--- src/rtl/ball_serve_ctrl.sv ---
// ball_serve_ctrl: game-flow controller for the ball trajectory datapath.
// Runs the serve countdown, play/pause and side-wall miss detection, keeps
// both scores and drives the trajectory block's reset/pause holds.
//
// Build option: BALL_SERVE_AUTO_EN
//   defined   - POINT returns to SERVE automatically after POINT_FRAMES.
//   undefined - POINT holds (ball paused) after POINT_FRAMES until a start
//               edge; the transition into OVER stays automatic.
//
// state  | phase | meaning
// IDLE   |   0   | waiting for start, ball held in reset
// SERVE  |   1   | ball at serve position, counting SERVE_FRAMES
// PLAY   |   2   | ball moving, checking side walls every frame
// PAUSED |   3   | user pause, trajectory frozen
// POINT  |   4   | after a miss, trajectory frozen for POINT_FRAMES
// OVER   |   5   | a player reached WIN_SCORE, waiting for start

module ball_serve_ctrl #(
    parameter int unsigned SERVE_FRAMES = 60,
    parameter int unsigned POINT_FRAMES = 90,
    parameter int unsigned WIN_SCORE    = 7,
    parameter int unsigned MISS_MARGIN  = 4
) (
    input  logic        clk,
    input  logic        reset,
    input  logic        newFrame,
    input  logic        startBtn,
    input  logic        pauseBtn,
    input  logic [12:0] ballX,
    input  logic [12:0] wallLeft,
    input  logic [12:0] wallRight,
    output logic        ballReset,
    output logic        ballPause,
    output logic [3:0]  scoreL,
    output logic [3:0]  scoreR,
    output logic        gameOver,
    output logic [2:0]  phase
);

    typedef enum logic [2:0] {
        S_IDLE   = 3'd0,
        S_SERVE  = 3'd1,
        S_PLAY   = 3'd2,
        S_PAUSED = 3'd3,
        S_POINT  = 3'd4,
        S_OVER   = 3'd5
    } state_t;

    localparam logic [13:0] MARGIN14 = 14'(MISS_MARGIN);
    localparam logic [8:0]  SERVE9   = 9'(SERVE_FRAMES);
    localparam logic [8:0]  POINT9   = 9'(POINT_FRAMES);
    localparam logic [3:0]  WIN4     = 4'(WIN_SCORE);

    state_t      r_state;
    state_t      w_state_nxt;
    logic        r_start_d;
    logic        r_start_edge;
    logic        r_pause_d;
    logic        r_pause_edge;
    logic [7:0]  r_cnt;
    logic [3:0]  r_score_l;
    logic [3:0]  r_score_r;
    logic        r_ball_reset;
    logic        r_ball_pause;
    logic        r_game_over;

    logic        w_miss_l;
    logic        w_miss_r;
    logic [8:0]  w_cnt_inc;
    logic        w_serve_last;
    logic        w_point_last;
    logic        w_point_done;
    logic        w_win;
    logic        w_inc_l;
    logic        w_inc_r;
    logic        w_clr_scores;

    // Widen to 14 bits so wall +/- margin can never wrap.
    assign w_miss_l     = ({1'b0, ballX} <= ({1'b0, wallLeft} + MARGIN14));
    assign w_miss_r     = (({1'b0, ballX} + MARGIN14) >= {1'b0, wallRight});
    assign w_cnt_inc    = {1'b0, r_cnt} + 9'd1;
    assign w_serve_last = newFrame && (w_cnt_inc == SERVE9);
    assign w_point_last = newFrame && (w_cnt_inc == POINT9);
    assign w_point_done = ({1'b0, r_cnt} >= POINT9);
    // Scores only move in PLAY, so in POINT this sees the just-incremented value.
    assign w_win        = (r_score_l == WIN4) || (r_score_r == WIN4);

    // Button edge detectors; the edge itself is registered, giving 2-cycle latency.
    always_ff @(posedge clk or negedge reset) begin
        if (!reset) begin
            r_start_d    <= 1'b0;
            r_start_edge <= 1'b0;
            r_pause_d    <= 1'b0;
            r_pause_edge <= 1'b0;
        end else begin
            r_start_d    <= startBtn;
            r_start_edge <= startBtn & ~r_start_d;
            r_pause_d    <= pauseBtn;
            r_pause_edge <= pauseBtn & ~r_pause_d;
        end
    end

    // State register.
    always_ff @(posedge clk or negedge reset) begin
        if (!reset) begin
            r_state <= S_IDLE;
        end else begin
            r_state <= w_state_nxt;
        end
    end

    // Next-state and score-update decisions.
    always_comb begin
        w_state_nxt  = r_state;
        w_inc_l      = 1'b0;
        w_inc_r      = 1'b0;
        w_clr_scores = 1'b0;
        case (r_state)
            S_IDLE: begin
                if (r_start_edge) w_state_nxt = S_SERVE;
            end
            S_SERVE: begin
                if (w_serve_last) w_state_nxt = S_PLAY;
            end
            S_PLAY: begin
                // A miss on this frame takes precedence over a pause edge.
                if (newFrame && w_miss_l) begin
                    w_inc_r     = 1'b1;
                    w_state_nxt = S_POINT;
                end else if (newFrame && w_miss_r) begin
                    w_inc_l     = 1'b1;
                    w_state_nxt = S_POINT;
                end else if (r_pause_edge) begin
                    w_state_nxt = S_PAUSED;
                end
            end
            S_PAUSED: begin
                if (r_pause_edge) w_state_nxt = S_PLAY;
            end
            S_POINT: begin
`ifdef BALL_SERVE_AUTO_EN
                if (w_point_last) w_state_nxt = w_win ? S_OVER : S_SERVE;
`else
                if (w_point_last && w_win) begin
                    w_state_nxt = S_OVER;
                end else if (w_point_done && !w_win && r_start_edge) begin
                    w_state_nxt = S_SERVE;
                end
`endif
            end
            S_OVER: begin
                if (r_start_edge) begin
                    w_clr_scores = 1'b1;
                    w_state_nxt  = S_IDLE;
                end
            end
            default: w_state_nxt = S_IDLE;
        endcase
    end

    // Frame counter: cleared on state entry, counts frames, sticks at all-ones.
    always_ff @(posedge clk or negedge reset) begin
        if (!reset) begin
            r_cnt <= 8'd0;
        end else if (w_state_nxt != r_state) begin
            r_cnt <= 8'd0;
        end else if (newFrame && (r_cnt != 8'hFF)) begin
            r_cnt <= r_cnt + 8'd1;
        end
    end

    // Saturating scores.
    always_ff @(posedge clk or negedge reset) begin
        if (!reset) begin
            r_score_l <= 4'd0;
            r_score_r <= 4'd0;
        end else if (w_clr_scores) begin
            r_score_l <= 4'd0;
            r_score_r <= 4'd0;
        end else begin
            if (w_inc_l && (r_score_l != 4'hF)) r_score_l <= r_score_l + 4'd1;
            if (w_inc_r && (r_score_r != 4'hF)) r_score_r <= r_score_r + 4'd1;
        end
    end

    // Outputs decoded from next state so they change on the same edge as phase.
    always_ff @(posedge clk or negedge reset) begin
        if (!reset) begin
            r_ball_reset <= 1'b1;
            r_ball_pause <= 1'b0;
            r_game_over  <= 1'b0;
        end else begin
            r_ball_reset <= (w_state_nxt == S_IDLE) || (w_state_nxt == S_SERVE) ||
                            (w_state_nxt == S_OVER);
            r_ball_pause <= (w_state_nxt == S_PAUSED) || (w_state_nxt == S_POINT);
            r_game_over  <= (w_state_nxt == S_OVER);
        end
    end

    assign ballReset = r_ball_reset;
    assign ballPause = r_ball_pause;
    assign gameOver  = r_game_over;
    assign scoreL    = r_score_l;
    assign scoreR    = r_score_r;
    assign phase     = r_state;

endmodule

--- config.mk ---
export PLATFORM = sky130hd
export DESIGN_NAME = ball_serve_ctrl
export DESIGN_NICKNAME = d
export VERILOG_FILES = /design/src/rtl/ball_serve_ctrl.sv
export SDC_FILE = /design/constraint.sdc
export NUM_CORES = 1
export LEC_CHECK = 0
export CORE_MARGIN = 3
export CORE_UTILIZATION = 35
export CTS_CLUSTER_DIAMETER = 50
export DETAILED_ROUTE_END_ITERATION = 16
export PLACE_DENSITY_LB_ADDON = 0.15
export SYNTH_ARGS = -nofsm -noshare
export SYNTH_HDL_FRONTEND = slang
export SYNTH_SLANG_ARGS = --single-unit
--- constraint.sdc ---
create_clock -name clk -period 2.9 [get_ports clk]
set_input_delay 0.29 -clock clk [delete_from_list [all_inputs] [get_ports clk]]
set_output_delay 0.29 -clock clk [all_outputs]
set_load 0.005 [all_outputs]
==> results.md, run 1 <==
- Result of the run: complete, no violations
- Top cells by area in the synthesized netlist: sky130_fd_sc_hd__dfrtp_1 25%, sky130_fd_sc_hd__ha_1 17%, sky130_fd_sc_hd__nand3_1 5.5%, sky130_fd_sc_hd__xnor2_1 5.3%, sky130_fd_sc_hd__xor2_1 4.2%
- Static power due to leakage: ~1.7 nW
- DRC violation total after the first TritonRoute iteration: 85
- FF-to-FF setup slack: between 0.2 and 0.25 ns
- Library cell occupying the most area in the post-synthesis netlist: sky130_fd_sc_hd__dfrtp_1
- Upper clock frequency limit: between 0.3 and 0.4 GHz
- Transition time at the pin with the least slew margin: between 0.8 and 0.9 ns
- Peak ir drop on the vdd network: about 0.40 mV
- Total Wirelength: about 6.5 mm
- Sort of element at the end of the critical path: flop
- Worst-Skew Late Latency: around 0.27 ns
- Remaining number of nets flagged by the antenna check after routing: 0
- Worst reg2reg path startpoint: r_cnt[1]
- Average via count per standard cell: 5.033
- Remaining design rule violation count: 0
- Wire length of the first global-routing pass: roughly 11 mm
- IO Port Bufs: 57
- Synth top area share: 25.24%
- Crit path launch type: input pin
- Data required time at the worst endpoint: just over 3 ns
- Number of iterations in the first detailed-routing pass: 4
- Fraction of the yosys area taken by sequential cells: roughly a quarter
- Startpoint-to-endpoint class of the critical path: in -> reg
- GRT overflow: 0
- Reg2Reg Depth: 8
- Die area: about 8100 sq um
- Floorplan die height: 90.16 um
- Count of final max-slew check failures: 0
- Layout-stage area growth over the synthesis result: 47.55%
- Number of distinct standard cells referenced by the synthesized netlist: 55
- Final worst clock skew: 0.008003 ns
- Placer Congestion: slightly below 0.9
- Share of the clock period used by the worst path: between 90% and 100%
- Cell count after placement: about 480
- Via count of the first global-routing pass: 2352
- Layout cell share with drive strength beyond 1: between 20 and 25%
- Time the final worst path needs with I/O delays and setup: around 2.8 ns
- Endpoints failing setup: 0
- FF-to-FF End: r_cnt[0]
- Max-cap violations: 0
- Area of the mapped netlist: approximately 2500 sq um
- Clk sinks: 26
- Number of storage elements in the synthesis netlist: 26
- Avg Inst Size Synth: 8.547 sq um
- Half-perimeter wire length after detailed placement: 5.224 mm
- Number of buffers created by CTS: 3
- Async set-reset flop share out of synthesis: 100.0%
- Worst Path Max Fanout: 6
- Number of buffers between clock root and the deepest sink: 2
- Fin Setup TNS: 0 ns
- Prevailing post-synth register cell: sky130_fd_sc_hd__dfrtp_1
- Total power divided by cell area: between 300 and 400 nW/um^2
- EDFF count, synth: 0
- Clock tree from TritonCTS: yes
- Area inside the core boundary: 6832 sq um
- Aggregate global-route resource usage: between 15 and 20%
- Worst endpoint data arrival time: 2.95 ns
- Remaining max-slew budget at the tightest pin: between 40% and 50%
- Cell count after synthesis: 290
- I/O Pins: 58
- Largest net degree at the start of global routing: 27
- Class of the tightest hold or removal check: in -> async
- Post-route insts no fill: 480
- Number of antenna violations at the first check in global routing: 0
- Final net count: 463
- Yosys Warn Count: 0
- Fin. Hold Viols: 0
- Inserted Diodes: 0
- Clock-pin slew of the registers on the worst-case setup and hold paths: 0.08 ns
- Root buffer selected by CTS: sky130_fd_sc_hd__clkbuf_8
- Horiz. Die Dim: 90.16 um
- Net count after synthesis: ~370
- Initial core utilization: 36.28%
- Average wire per standard cell: approximately 13 um
- Number of H-tree levels: 1
- Number of vias after detailed routing: approximately 2400
- Standard-cell row count: 30
[cells by family (layout without fill, tap and decap cells)]
| kind of cell | count (synthesis) | after routing | synth area share [%] |
|---|---|---|---|
| buffers and inverters | 30 | 124 | 4.946 |
| xor gates and xnor gates | 27 | 27 | 9.541 |
| adders and majority gates | 34 | 34 | 17.16 |
| muxes | 6 | 6 | 2.524 |
| DFF | 26 | 26 | 26.30 |
| and+or+nand+nor | 113 | 113 | 24.08 |
| AOI/OAI and AO/OA | 54 | 54 | 15.45 |
[cell usage after synthesis (2+ instances only)]
cell type	instances
sky130_fd_sc_hd__ha_1	34
sky130_fd_sc_hd__nand3_1	27
sky130_fd_sc_hd__dfrtp_1	25
sky130_fd_sc_hd__inv_1	23
sky130_fd_sc_hd__nor2_1	19
sky130_fd_sc_hd__a21oi_1	18
sky130_fd_sc_hd__nand2_1	16
sky130_fd_sc_hd__xnor2_1	15
sky130_fd_sc_hd__xor2_1	12
sky130_fd_sc_hd__and3_1	8
sky130_fd_sc_hd__nor4_1	8
sky130_fd_sc_hd__nand4_1	6
sky130_fd_sc_hd__nor2b_1	6
sky130_fd_sc_hd__nand2b_1	5
sky130_fd_sc_hd__nor3_1	5
sky130_fd_sc_hd__o21ai_0	5
sky130_fd_sc_hd__mux2i_1	4
sky130_fd_sc_hd__o21ai_1	4
sky130_fd_sc_hd__a31oi_1	3
sky130_fd_sc_hd__clkbuf_1	3
sky130_fd_sc_hd__nand3b_1	3
sky130_fd_sc_hd__a211oi_1	2
sky130_fd_sc_hd__a41o_1	2
sky130_fd_sc_hd__a41oi_1	2
sky130_fd_sc_hd__and4_1	2
sky130_fd_sc_hd__mux2_2	2
sky130_fd_sc_hd__o31ai_1	2
sky130_fd_sc_hd__or3_1	2
[sequential cells by signal, indices dropped and copies added (netlist names)]
| register | count |
|---|---|
| r_cnt | 8 |
| scoreL | 4 |
| scoreR | 4 |
| phase | 3 |
| ballPause | 1 |
| ballReset | 1 |
| gameOver | 1 |
| r_pause_d | 1 |
| r_pause_edge | 1 |
| r_start_d | 1 |
| r_start_edge | 1 |
[final cells by class]
type | count | area [sq um]
inverters | 23 | 86.33
flip-flops and latches | 26 | 651.9
fillers | 656 | 3174
well taps | 96 | 120.1
repair buffers | 97 | 903.4
multi-input cells | 234 | 1851
clock buffers | 4 | 45.04
[worst max path at each step]
| stage | start | to | cells past startpoint |
|---|---|---|---|
| 3_3_place_gp | wallLeft[3] | scoreL[3] | 13 |
| 5_1_grt | ballX[4] | scoreL[3] | 13 |
| 6_report | wallLeft[11] | scoreL[3] | 12 |
| 3_5_place_dp | wallLeft[3] | scoreL[3] | 13 |
| 4_1_cts | wallLeft[6] | scoreR[3] | 13 |
| 2_1_floorplan | ballX[7] | ballPause | 12 |
[cell usage in the layout, fill, tap and decap left out, types with 3 or more instances in the layout]
cell	instances
sky130_fd_sc_hd__dfrtp_1	25
sky130_fd_sc_hd__nand3_1	22
sky130_fd_sc_hd__nor2b_1	5
sky130_fd_sc_hd__mux2i_1	4
sky130_fd_sc_hd__nand2b_1	5
sky130_fd_sc_hd__clkdlybuf4s50_1	44
sky130_fd_sc_hd__o21ai_1	6
sky130_fd_sc_hd__and3_1	4
sky130_fd_sc_hd__nor2_1	17
sky130_fd_sc_hd__nand3b_1	3
sky130_fd_sc_hd__a21oi_2	5
sky130_fd_sc_hd__nor4_2	6
sky130_fd_sc_hd__nand4_1	6
sky130_fd_sc_hd__buf_4	38
sky130_fd_sc_hd__nand3_2	5
sky130_fd_sc_hd__inv_1	23
sky130_fd_sc_hd__a31oi_1	3
sky130_fd_sc_hd__xor2_1	12
sky130_fd_sc_hd__dlymetal6s2s_1	11
sky130_fd_sc_hd__and3_4	4
sky130_fd_sc_hd__a21oi_1	13
sky130_fd_sc_hd__nand2_1	16
sky130_fd_sc_hd__ha_1	32
sky130_fd_sc_hd__nor3_1	5
sky130_fd_sc_hd__o21ai_0	3
sky130_fd_sc_hd__xnor2_1	15
sky130_fd_sc_hd__clkbuf_8	3
[per-layer routing]
metal  global-route usage (%)  wire length [um]  up-vias
met5                        0                 0        -
met4                    1.531                 7        0
met3                    2.510               249        2
met2                    26.38              3095       40
met1                    22.91              3117     1133
li1                         -                 -     1241
[critical path, cell delays in order]
cell                              delay, ns
sky130_fd_sc_hd__clkdlybuf4s50_1       0.51
sky130_fd_sc_hd__and3_1                0.21
sky130_fd_sc_hd__nand3_2               0.08
sky130_fd_sc_hd__xor2_1                0.14
sky130_fd_sc_hd__ha_1                  0.34
sky130_fd_sc_hd__nand3_2               0.10
sky130_fd_sc_hd__nor4_2                0.04
sky130_fd_sc_hd__a41o_1                0.25
sky130_fd_sc_hd__a21oi_4               0.21
sky130_fd_sc_hd__nand3_2               0.12
sky130_fd_sc_hd__or4_4                 0.53
sky130_fd_sc_hd__a21oi_2               0.13
[stage by stage]
stage | power, mW | instance area, sq um | utilization [%] | worst slack [ns] | hold WS [ns]
finish | 1.343 | 3657 | 53.53 | 0.1436 | 0.3842
global placement | 1.093 | 3426 | 50.15 | -0.3590 | 0.3819
detailed placement | 1.103 | 3426 | 50.15 | -0.4118 | 0.3857
floorplan | 0.8718 | 2479 | - | 0.2323 | -0.005591
global route | 1.465 | 3657 | 53.53 | -0.002157 | 0.4077
CTS | 1.335 | 3515 | 51.45 | -0.02972 | 0.3840
[power by group]
| group | switching (mW) | internal (mW) |
|---|---|---|
| Combinational | 0.306 | 0.316 |
| Sequential | 0.0909 | 0.422 |
| Clock | 0.110 | 0.0982 |
[what timing repair did]
action,4_1_cts,5_1_grt
setup buffers,0,1
resized for setup,12,37
setup endpoints to repair,16,18
hold buffers,0,0
pin swaps,5,17
(Power assumes the default switching activity.)
==> run 2, diff against run 1 <==
Settings changed: RECOVER_POWER from default to 100.
==> results.md, run 2 (same netlist as run 1, synthesis figures left out) <==
- Worst-Skew Late Latency: approximately 0.27 ns
- Critical path buffers and inverters: 2
- CP max stage cell: sky130_fd_sc_hd__clkdlybuf4s50_1
- Die area: between 8000 and 9000 sq um
- Layout cell share with drive strength beyond 1: roughly a fifth
- Worst endpoint data arrival time: slightly below 3 ns
- Startpoint-to-endpoint class of the critical path: in -> reg
- Number of iterations in the first detailed-routing pass: 4
- Hold Path Origin: r_start_d
- WHS Path Cells: 1
- Floorplan die height: roughly 90 um
- Max-cap violations: 0
- Layout-stage area growth over the synthesis result: 47.00%
- Number of buffers created by CTS: 3
- Total power divided by cell area: 366.7 nW/um^2
- Number of buffers between clock root and the deepest sink: 2
- Crit path launch type: input pin
- Transition time at the pin with the least slew margin: 1.416 ns
- Via count of the first global-routing pass: 2352
- Aggregate global-route resource usage: between 10% and 20%
- Clock-pin slew of the registers on the worst-case setup and hold paths: 0.09 ns
- Post-route cell area: 3643 sq um
- Final core utilization: between 50% and 60%
- Root buffer selected by CTS: sky130_fd_sc_hd__clkbuf_8
- Placer Congestion: between 0.8 and 0.9
- Horiz. Die Dim: roughly 90 um
- Static power due to leakage: approximately 1.7 nW
- Endpoints failing setup: 0
- GRT overflow: 0
- Result of the run: complete, no violations
- Family of cells with the greatest summed delay on the critical path: compound AO/OA/AOI/OAI gates
- Area post-placement: between 3000 and 4000 sq um
- Standard-cell row count: 30
- Remaining max-slew budget at the tightest pin: around 5.6%
- Final net count: between 400 and 500
- Inserted Diodes: 0
- Time the final worst path needs with I/O delays and setup: 2.762 ns
- Final hold slack: 0.3955 ns
- IO Port Bufs: 57
- Hold Crit Endpoint: r_start_edge
- Share of the clock period used by the worst path: between 90% and 100%
- Average wire per standard cell: approximately 13 um
- FF-to-FF setup slack: between 0.2 and 0.3 ns
- Data required time at the worst endpoint: a little over 3 ns
- FF-to-FF End: r_cnt[0]
- Upper clock frequency limit: between 0.3 and 0.4 GHz
- Largest net degree at the start of global routing: 27
- Average via count per standard cell: 5.023
- Class of the tightest hold or removal check: reg -> reg
- Number of antenna violations at the first check in global routing: 0
- Cell count after placement: around 480
- Initial core utilization: roughly 36%
- Worst Path Max Fanout: 4
- Half-perimeter wire length after detailed placement: about 5.2 mm
- Clock tree from TritonCTS: yes
- Number of vias after detailed routing: 2411
- Sort of element at the end of the critical path: flop
- Count of final max-slew check failures: 0
- Total Wirelength: 6.463 mm
- Reg2Reg Depth: 8
- Final worst clock skew: ~0.007 ns
- Post-route insts no fill: 480
- Largest register FFs: 8
- Number of H-tree levels: 1
- Fin. Hold Viols: 0
- Clk sinks: 26
- Post-CTS Hold Fix Bufs: 0
- Most flops, register: r_cnt
- Remaining number of nets flagged by the antenna check after routing: 0
- Worst reg2reg path startpoint: r_cnt[1]
- Peak ir drop on the vdd network: 0.3996 mV
- Final worst slack: 0.1376 ns
- DRC violation total after the first TritonRoute iteration: between 80 and 90
- Wire length of the first global-routing pass: about 11 mm
- Delay contributed by the slowest stage of the critical path: 0.47 ns
- Commonest cells after routing, fill and taps aside: 34 x sky130_fd_sc_hd__buf_4, 33 x sky130_fd_sc_hd__ha_1, 27 x sky130_fd_sc_hd__clkdlybuf4s50_1, 25 x sky130_fd_sc_hd__dfrtp_1, 23 x sky130_fd_sc_hd__inv_1
- Pre-CTS WS: -0.4118 ns
- Area inside the core boundary: 6832 sq um
- I/O Pins: 58
- Remaining design rule violation count: 0
- Cell breakdown of the critical path: clkdlybuf4s50_1 -> buf_4 -> nand3_2 -> nor2_1 -> xor2_1 -> ha_1 -> a21oi_1 -> nand2_1 -> a2111o_1 -> a21oi_4 -> o21ai_2 -> a22o_1 -> mux2_2
- Most frequent standard cell in the layout excluding fill and tap cells: sky130_fd_sc_hd__buf_4
## run 2: how the worst max path moves through the flow
stage | from | end | slack [ns] | cells after the start
floorplan | ballX[7] | ballPause | 0.23 | 12
global placement | wallLeft[3] | scoreL[3] | -0.36 | 13
detailed placement | wallLeft[3] | scoreL[3] | -0.41 | 13
CTS | wallLeft[6] | scoreR[3] | -0.03 | 13
global route | ballX[4] | scoreL[3] | -0.009 | 13
finish | ballX[4] | ballPause | 0.14 | 13
## run 2: layout make-up
type                       count  area, sq um
tap                           96        120.1
multi-input combinational    234         1844
fill                         663         3188
clock buffer                   4        45.04
timing repair buffer          97        895.9
inverter                      23        86.33
sequential                    26        651.9
## run 2: timing repair
action,4_1_cts,5_1_grt
gates resized for setup,12,37
setup endpoints to repair,16,18
buffers inserted,0,1
pin swaps,5,17
## run 2: per-stage QoR
step                setup TNS, ns  total power [mW]
floorplan                       0            0.8718
global placement           -6.004             1.093
detailed placement         -6.665             1.103
CTS                       -0.1159             1.335
global route            -0.009014             1.458
finish                          0             1.336
## run 2: routing by layer
metal / part of all wire, % / GRT usage, % / routed length, um
met1: 48 / 22.91 / 3105
met2: 48 / 26.38 / 3086
met3: 4.1 / 2.510 / 264
met4: 0.11 / 1.531 / 7
met5: 0 / 0 / 0
## run 2: worst reg2reg max path, stage by stage, from the launching register on
cell	delay, ns
sky130_fd_sc_hd__dfrtp_1	0.46
sky130_fd_sc_hd__ha_1	0.27
sky130_fd_sc_hd__nand3_1	0.08
sky130_fd_sc_hd__or2_2	0.31
sky130_fd_sc_hd__xor2_1	0.18
sky130_fd_sc_hd__o311ai_1	0.45
sky130_fd_sc_hd__mux2i_1	0.36
sky130_fd_sc_hd__o211ai_4	0.20
sky130_fd_sc_hd__nor4_1	0.25
## run 2: power by group
group | switching (mW) | leakage [nW] | internal, mW | total (mW)
Sequential | 0.0902 | 0.333 | 0.422 | 0.512
Clock | 0.111 | 0.0228 | 0.0982 | 0.209
Combinational | 0.305 | 1.35 | 0.310 | 0.615
Total | 0.506 | 1.71 | 0.831 | 1.34
